[src/rtl/zion_arb_pkg.sv]
// Shared types and helpers for the zion round-robin grant arbiter.
// Holds the arbiter state encoding and a one-hot to binary index converter.
package zion_arb_pkg;

   // Widest request bitmap the index helper supports.
   localparam int MAX_REQ = 64;
   localparam int MAX_IDX_W = 6;

   typedef enum logic {
      IDLE = 1'b0,
      BUSY = 1'b1
   } arb_state_e;

   // OR-reduces the indices of set bits; exact for one-hot or zero inputs.
   function automatic logic [MAX_IDX_W-1:0] onehot2idx(input logic [MAX_REQ-1:0] oh);
      logic [MAX_IDX_W-1:0] idx;
      idx = '0;
      for (int i = 0; i < MAX_REQ; i++) begin
         if (oh[i]) idx = idx | MAX_IDX_W'(i);
      end
      return idx;
   endfunction

endpackage

[src/rtl/zion_lsb_onehot_pick.sv]
// Combinational lowest-set-bit picker: returns a one-hot vector of the
// least significant set bit of req, or zero when req is zero.
module zion_lsb_onehot_pick #(
   parameter int WIDTH = 4
) (
   input  logic [WIDTH-1:0] req,
   output logic [WIDTH-1:0] onehot
);

   // Two's complement isolates the lowest set bit without a priority chain.
   assign onehot = req & (~req + WIDTH'(1));

endmodule

[src/rtl/zion_rr_grant_arbiter.sv]
// Registered round-robin arbiter: grants one requester at a time, holds the
// grant until release, withdrawal or optional timeout, then rotates priority.
module zion_rr_grant_arbiter
   import zion_arb_pkg::*;
#(
   parameter int NUM_REQ  = 4,
   parameter int MAX_HOLD = 0,
   parameter int IDX_W    = $clog2(NUM_REQ)
) (
   input  logic               clk,
   input  logic               rst_n,
   input  logic [NUM_REQ-1:0] iReq,
   input  logic               iRelease,
   output logic [NUM_REQ-1:0] oGnt,
   output logic [IDX_W-1:0]   oGntIdx,
   output logic               oGntVld,
   output logic               oExpire
);

   localparam int CNT_W = (MAX_HOLD > 1) ? $clog2(MAX_HOLD) : 1;

   if (NUM_REQ < 2 || NUM_REQ > MAX_REQ || MAX_HOLD < 0) begin : g_param_err
`ifdef CHECK_ERR_EXIT
      $fatal(1, "zion_rr_grant_arbiter: illegal NUM_REQ=%0d or MAX_HOLD=%0d", NUM_REQ, MAX_HOLD);
`else
      $error("zion_rr_grant_arbiter: illegal NUM_REQ=%0d or MAX_HOLD=%0d", NUM_REQ, MAX_HOLD);
`endif
   end

   arb_state_e         state;
   arb_state_e         state_next;
   logic [IDX_W-1:0]   ptr;
   logic [CNT_W-1:0]   hold_cnt;

   logic [NUM_REQ-1:0] hi_mask;
   logic [NUM_REQ-1:0] req_masked;
   logic [NUM_REQ-1:0] pick_masked;
   logic [NUM_REQ-1:0] pick_raw;
   logic [NUM_REQ-1:0] pick;
   logic [IDX_W-1:0]   pick_idx;

   logic any_req;
   logic winner_req;
   logic timeout_hit;
   logic grant_exit;
   logic load_grant;
   logic clear_grant;
   logic cnt_inc;
   logic expire_next;

   // Requesters strictly above the last winner get first pick.
   always_comb begin
      for (int i = 0; i < NUM_REQ; i++) begin
         hi_mask[i] = (IDX_W'(i) > ptr);
      end
   end

   assign req_masked = iReq & hi_mask;

   zion_lsb_onehot_pick #(.WIDTH(NUM_REQ)) u_pick_masked (
      .req    (req_masked),
      .onehot (pick_masked)
   );

   zion_lsb_onehot_pick #(.WIDTH(NUM_REQ)) u_pick_raw (
      .req    (iReq),
      .onehot (pick_raw)
   );

   assign pick     = (|req_masked) ? pick_masked : pick_raw;
   assign pick_idx = IDX_W'(onehot2idx(MAX_REQ'(pick)));

   assign any_req     = |iReq;
   assign winner_req  = |(iReq & oGnt);
   assign timeout_hit = (MAX_HOLD > 0) && (hold_cnt == CNT_W'(MAX_HOLD - 1));
   assign grant_exit  = iRelease | ~winner_req | timeout_hit;

   // NOTE: asynchronous reset lists rst_n in the sensitivity list and every
   // sequential block uses non-blocking assignments only.
   always_ff @(posedge clk or negedge rst_n) begin
      if (!rst_n) state <= IDLE;
      else        state <= state_next;
   end

   // NOTE: each always_comb assigns every output a default first so no latch
   // is inferred on paths the case statement leaves untouched.
   always_comb begin
      state_next = state;
      unique case (state)
         IDLE:    if (any_req) state_next = BUSY;
         BUSY:    if (grant_exit && !any_req) state_next = IDLE;
         default: state_next = IDLE;
      endcase
   end

   always_comb begin
      load_grant  = 1'b0;
      clear_grant = 1'b0;
      cnt_inc     = 1'b0;
      expire_next = 1'b0;
      unique case (state)
         IDLE: load_grant = any_req;
         BUSY: begin
            if (grant_exit) begin
               load_grant  = any_req;
               clear_grant = ~any_req;
               // A timeout that coincides with a release or withdrawal is a normal exit.
               expire_next = timeout_hit & ~iRelease & winner_req;
            end else begin
               cnt_inc = 1'b1;
            end
         end
         default: clear_grant = 1'b1;
      endcase
   end

   always_ff @(posedge clk or negedge rst_n) begin
      if (!rst_n) begin
         oGnt     <= '0;
         oGntIdx  <= '0;
         oGntVld  <= 1'b0;
         oExpire  <= 1'b0;
         ptr      <= IDX_W'(NUM_REQ - 1);
         hold_cnt <= '0;
      end else begin
         oExpire <= expire_next;
         if (load_grant) begin
            oGnt     <= pick;
            oGntIdx  <= pick_idx;
            oGntVld  <= 1'b1;
            ptr      <= pick_idx;
            hold_cnt <= '0;
         end else if (clear_grant) begin
            oGnt    <= '0;
            oGntIdx <= '0;
            oGntVld <= 1'b0;
         end else if (cnt_inc) begin
            hold_cnt <= hold_cnt + CNT_W'(1);
         end
      end
   end

endmodule
[config.mk]
export PLATFORM = sky130hd
export DESIGN_NAME = zion_rr_grant_arbiter
export DESIGN_NICKNAME = d
export VERILOG_FILES = /design/src/rtl/zion_arb_pkg.sv /design/src/rtl/zion_lsb_onehot_pick.sv /design/src/rtl/zion_rr_grant_arbiter.sv
export SDC_FILE = /design/constraint.sdc
export NUM_CORES = 1
export LEC_CHECK = 0
export BUFFER_PORTS_ARGS = -buffer_cell sky130_fd_sc_hd__buf_2
export CAP_MARGIN = 20
export CORE_AREA = 2 2 39 41
export DETAILED_ROUTE_END_ITERATION = 16
export DIE_AREA = 0 0 41 43
export PLACE_DENSITY_LB_ADDON = 0.15
export SLEW_MARGIN = 15
export SYNTH_ARGS = -nofsm -noshare
export SYNTH_HDL_FRONTEND = slang
export SYNTH_SLANG_ARGS = --single-unit
[constraint.sdc]
create_clock -name clk -period 1.63 [get_ports clk]
set_input_delay 0.163 -clock clk [delete_from_list [all_inputs] [get_ports clk]]
set_output_delay 0.163 -clock clk [all_outputs]
set_load 0.01 [all_outputs]
=== Word level (Yosys, flattened, before mapping) ===
Cells that the tools add are included.
Widths: inputs -> output; s select.

* Bits in registers: 10
* Bits in latches: 0
* RAM bits: 0
* ROM bits: 0
* Input port bits: 7
* Output and inout bits: 8
* Word-level logic and storage cells: 44
* Memories: 0

* Add/subtract/negate cells: 2
* $mul: 0
* Divide/modulo/power cells: 0
* $lt $le $gt $ge: 4
* Eq/ne operators: 0
* Shift-type cells: 0
* Mux-type cells: 17
* Bitwise gates (word level): 10
* Reductions and logical operators: 6

{| class="wikitable"
|+ Operators by type and width
! cell !! count
|-
| $and 4x4->4 || 4
|-
| $mux 4 || 3
|-
| $reduce_or 4->1 || 3
|-
| $add 4x1->4 const B || 2
|-
| $mux 1 || 8
|-
| $mux 2 || 4
|-
| $not 4->4 || 2
|-
| $gt 1x2->1 const A || 2
|-
| $gt 2x2->1 const A || 2
|-
| $pmux 1 s2 || 2
|-
| $not 1->1 || 3
|-
| $reduce_bool 2->1 || 1
|-
| $logic_and 1x1->1 || 1
|-
| $logic_not 1->1 || 1
|-
| $or 1x1->1 || 1
|}

=== Depth between registers and ports, before layout ===
* Depth after elaboration: 10
* Depth in mapped cells: 5
* Mapped depth without buffers: 4

=== By module ===
From an unflattened synthesis, not the netlist that was laid out.

* Cell total of the unflattened synthesis: 80
* Area total of the unflattened synthesis: 738.2 um^2

{| class="wikitable"
|+ Modules (own cells, without submodules)
! module !! instances !! cells each !! area an instance (um^2) !! sequential area each (um^2)
|-
| zion_rr_grant_arbiter || 1 || 72 || 665.6 || 252.7
|-
| zion_lsb_onehot_pick || 2 || 4 || 36.3 || 0.0
|}

=== Worst setup path before layout ===
No wires, ideal clock.

* Path type: register -> register
* From: reg oGnt[2]
* To: reg ptr[0]
* Library setup time: 0.082 ns
* Data arrival time: 1.294 ns
* Required time: 1.548 ns
* Path slack: 0.254 ns
* Stages on the path, launching flop included: 5
* Path buffers: 0
* Period minus slack after synthesis: 1.376 ns
* Cell sequence: dfrtp_1 > a22oi_4 > a21oi_4 > a21oi_2 > mux2_4

* Longest elaborated chain between the ends: 6

{| class="wikitable"
|+ Ends and longest elaborated chain
! item !! line !! source
|-
| start: declaration || zion_rr_grant_arbiter.sv:14 || <nowiki>output logic [NUM_REQ-1:0] oGnt,</nowiki>
|-
| start signal: assignment || zion_rr_grant_arbiter.sv:128 || <nowiki>oGnt <= pick;</nowiki>
|-
| $and 4x4->4 || zion_rr_grant_arbiter.sv:74 || <nowiki>assign winner_req = |(iReq & oGnt);</nowiki>
|-
| $reduce_or 4->1 || zion_rr_grant_arbiter.sv:74 ||
|-
| $not 1->1 || zion_rr_grant_arbiter.sv:76 || <nowiki>assign grant_exit = iRelease | ~winner_req | timeout_hit;</nowiki>
|-
| $or 1x1->1 || zion_rr_grant_arbiter.sv:76 ||
|-
| $mux 1 || zion_rr_grant_arbiter.sv:104 || <nowiki>if (grant_exit) begin</nowiki>
|-
| $pmux 1 s2 || zion_rr_grant_arbiter.sv:101 || <nowiki>unique case (state)</nowiki>
|-
| end signal: assignment || zion_rr_grant_arbiter.sv:123 || <nowiki>ptr <= IDX_W'(NUM_REQ - 1);</nowiki>
|-
| end signal: assignment || zion_rr_grant_arbiter.sv:131 || <nowiki>ptr <= pick_idx;</nowiki>
|-
| end: declaration || zion_rr_grant_arbiter.sv:32 || <nowiki>logic [IDX_W-1:0] ptr;</nowiki>
|}

No other way between the ends.
A chain may end at the register's enable or synchronous reset.

=== Final worst setup path ===
* From: reg ptr[0]
* To: reg oGntIdx[1]

* Longest elaborated chain between the ends: 9
* Elaborated cells on any way between the ends: 13
* Classes of those cells: add/sub (1); order compare (4); mux (4); bitwise (3); reduce/logical (1)

{| class="wikitable"
|+ Ends and longest elaborated chain
! item !! line !! source
|-
| $gt 1x2->1 or $gt 2x2->1 (tied branches) || zion_rr_grant_arbiter.sv:54 || <nowiki>hi_mask[i] = (IDX_W'(i) > ptr);</nowiki>
|-
| $and 4x4->4 * || zion_rr_grant_arbiter.sv:58 || <nowiki>assign req_masked = iReq & hi_mask;</nowiki>
|-
| $not 4->4 || zion_lsb_onehot_pick.sv:11 || <nowiki>assign onehot = req & (~req + WIDTH'(1));</nowiki>
|-
| $add 4x1->4 || zion_lsb_onehot_pick.sv:11 ||
|-
| $and 4x4->4 || zion_lsb_onehot_pick.sv:11 ||
|-
| $mux 4 * || zion_rr_grant_arbiter.sv:70 || <nowiki>assign pick = (|req_masked) ? pick_masked : pick_raw;</nowiki>
|-
| $mux 2 || zion_arb_pkg.sv:19 || <nowiki>if (oh[i]) idx = idx | MAX_IDX_W'(i);</nowiki>
|-
| $mux 2 * || zion_arb_pkg.sv:19 ||
|-
| $mux 2 * || zion_rr_grant_arbiter.sv:127 || <nowiki>if (load_grant) begin</nowiki>
|-
| end signal: assignment || zion_rr_grant_arbiter.sv:129 || <nowiki>oGntIdx <= pick_idx;</nowiki>
|-
| end: declaration || zion_rr_grant_arbiter.sv:15 || <nowiki>output logic [IDX_W-1:0] oGntIdx,</nowiki>
|}

Every way passes the cells marked *; elsewhere a longest branch is shown, timed or not.

==> key figures <==
Pwr
  – PD cells: 1540 nW/um2
  – Power, Total: 1100 uW
  – P_leak: 0.000325 uW
  – Peak VDD IR: 0.706 mV

Finish
  – Final nets: 77
  – Share of layout cells above drive strength 1: 0.397
  – Layout area overhead: 13.1%
  – Fin cells: 84
  – Ant. Diodes: 0
  – Fillers: 136
  – Layout Utilization: 0.514

Synth
  – Synth area leader: dfrtp_1
  – Avg Cell Area, Syn: 11.4 um2
  – Ys async rst share: 1.00
  – Synthesized instance count: 55
  – Sequential area share after synthesis: 0.402
  – Flops & latches, synth: 10
  – Post-synth EDFFs: 0
  – Largest cells by area after synthesis: dfrtp_1 (32%), dfstp_2 (8.3%), mux2_4 (4.8%)
  – Post-synth top area share: 0.318
  – Syn_nets: 62
  – Mapped Area: 629 um2
  – Primary FF master, synth: dfrtp_1
  – YS warnings: 0
  – Post-synth cell types: 31

Clock network
  – Skew-Pair Late Insertion Delay: 260 ps
  – TritonCTS clock tree: yes
  – TritonCTS buffer count: 3
  – Clock transition at path regs: 60 ps
  – Hold_buf cts: 1
  – Root buffer cell: clkbuf_4
  – Max clock buf depth: 2
  – CTS H-tree lvls: 1
  – Post CTS Setup Buffer Count: 0
  – Sink Count: 10
  – Post-CTS Resized: 0

Setup path
  – Crit end category: flip-flop
  – Reg-to-reg setup timing slack: 190 ps
  – CP required: 1820 ps
  – Cell Chain, Critical Path: nor2b_1 -> o311ai_1 -> a21boi_1 -> o2bb2ai_1
  – Crit Path Max Fanout: 7
  – CP startpoint: ptr[0]$_DFFE_PN1P_
  – Worst Setup Start Kind: flip-flop
  – Critical path's slowest cell: dfstp_2
  – Worst EP arrival: 1630 ps
  – Crit Path Class: flip-flop to flip-flop
  – R2r startpoint: ptr[0]$_DFFE_PN1P_
  – Max incr delay on CP: 600 ps

Global routing
  – Gr busiest metal: met1
  – Met2 usage: 0.238
  – Vias in the first global route: 467
  – Global-route wire length before repair: 2100 um
  – Remaining Overflow, GRT: 0
  – Total Routing Usage GR: 0.181
  – Met3 Usage GRT: 0.0471
  – Met1 Use GR: 0.261
  – Largest net degree at the start of global routing: 12
  – Initial antenna violation count: 0

Timing
  – Max Fclk: 693 MHz
  – Final Slew Violations: 0
  – Setup_tns: 0 ps
  – Final setup fails: 0
  – Final Cycle Share: 0.885
  – RSZ-0062 raised after global routing: no
  – Worst-case clock skew: 3.68 ps
  – Final Hold Fails: 0
  – Period minus WS final: 1440 ps

Floorplanning
  – Die Height: 43 um
  – Die width: 41 um
  – Core Region: 1380 um2
  – Row Count: 14
  – Starting Density: 0.455
  – Io pins: 15
  – Die ar.: 1760 um2

Detailed routing
  – Post-route ant nets: 0
  – Drt first pass iters: 4
  – Vias/cell: 5.75
  – Routed WL: 1250 um
  – DR DRC count: 0
  – Total number of vias: 483
  – DR iter-0 viols: 9
  – Avg WL per Cell: 14.9 um

Place
  – HPWL after DPL: 916 um
  – Inst Count DP: 80
  – Final GP Congestion: 0.752
  – I/O Buffers: 13

Hold path
  – Worst Hold Class: input pin to flip-flop
  – Hold Startpoint: iReq[0]

Run
  – Max-Cap Viols: 0

Outcome
  – Outcome: finished clean
==> final timing paths <==
check / endpoint / depth (start not counted)
max in group asynchronous: ptr[1]$_DFFE_PN1P_ / 2
max reg2reg: oGntIdx[1]$_DFFE_PN0P_ / 4
min in group asynchronous: oGntIdx[1]$_DFFE_PN0P_ / 2
max: oGntIdx[1]$_DFFE_PN0P_ / 4
min: state$_DFF_PN0_ / 3
min reg2reg: oGntIdx[0]$_DFFE_PN0P_ / 1
==> Yosys cell counts, drive strengths merged (3+ instances only) <==
cell and instances:
buf 4, dfrtp 8, o2bb2ai 3, a21oi 4, inv 3, nor2b 4, a22oi 3, nor2 3
==> layer usage <==
layer	vias to the layer above	wire, um
met5	-	0
met4	0	14
met3	2	49
met2	10	580
met1	233	606
li1	238	-
==> layout make-up <==
class / count / area (um2) / area share
Multi-Input combinational cell: 38 / 330 / 0.464
Clock buffer: 3 / 22.5 / 0.0316
Timing Repair Buffer: 14 / 75.1 / 0.105
Sequential cell: 10 / 253 / 0.355
Inverter: 3 / 11.3 / 0.0158
Tap cell: 16 / 20.0 / 0.0281
==> state kept, by name, summed over array words and instances, names as in the netlist <==
| register | flops |
|---|---|
| state | 1 |
| oGnt | 4 |
| oGntVld | 1 |
| ptr | 2 |
| oGntIdx | 2 |
==> worst max-delay path, delay by kind of cell, from the launching register on <==
kind / cells / cell delay [ps]
and+or+nand+nor: 1 / 80
AOI/OAI and AO/OA: 3 / 700
DFF: 1 / 600
==> power by group <==
part | total (uW) | switching [uW] | internal [uW]
clock network | 164 | 79.4 | 85.1
logic | 468 | 232 | 236
registers | 466 | 106 | 360
==> stage by stage <==
step	worst slack [ps]	hold WS [ps]	area [um2]
6_report	188	251	712
5_1_grt	84.1	269	712
4_1_cts	189	253	712
3_5_place_dp	204	40.1	679
3_3_place_gp	184	37.7	679
2_1_floorplan	254	-133	629
==> cell families (layout without fill, tap and decap cells) <==
family | Yosys count | count (layout) | share of synthesized area
AO/OA/AOI/OAI | 24 | 24 | 0.344
flip-flops | 10 | 10 | 0.402
AND/OR/NAND/NOR | 10 | 10 | 0.111
buffers and inverters | 7 | 20 | 0.0736
multiplexers | 3 | 3 | 0.0636
other | 1 | 1 | 0.00596
==> placed cells by master (no fill, tap or decap), types with 2 or more instances in the layout <==
cell | Yosys | layout
a32o_1 | 2 | 2
mux2_4 | 2 | 2
dfrtp_1 | 8 | 8
inv_1 | 3 | 3
buf_2 | 1 | 13
o2bb2ai_1 | 3 | 3
a21o_2 | 2 | 2
o21ai_0 | 2 | 2
o221ai_1 | 2 | 2
nor2_1 | 3 | 3
nor2b_1 | 4 | 4
a21oi_1 | 2 | 2
dfstp_2 | 2 | 2
clkbuf_4 | 0 | 3
No activity file was read; power rests on OpenSTA's default activity.
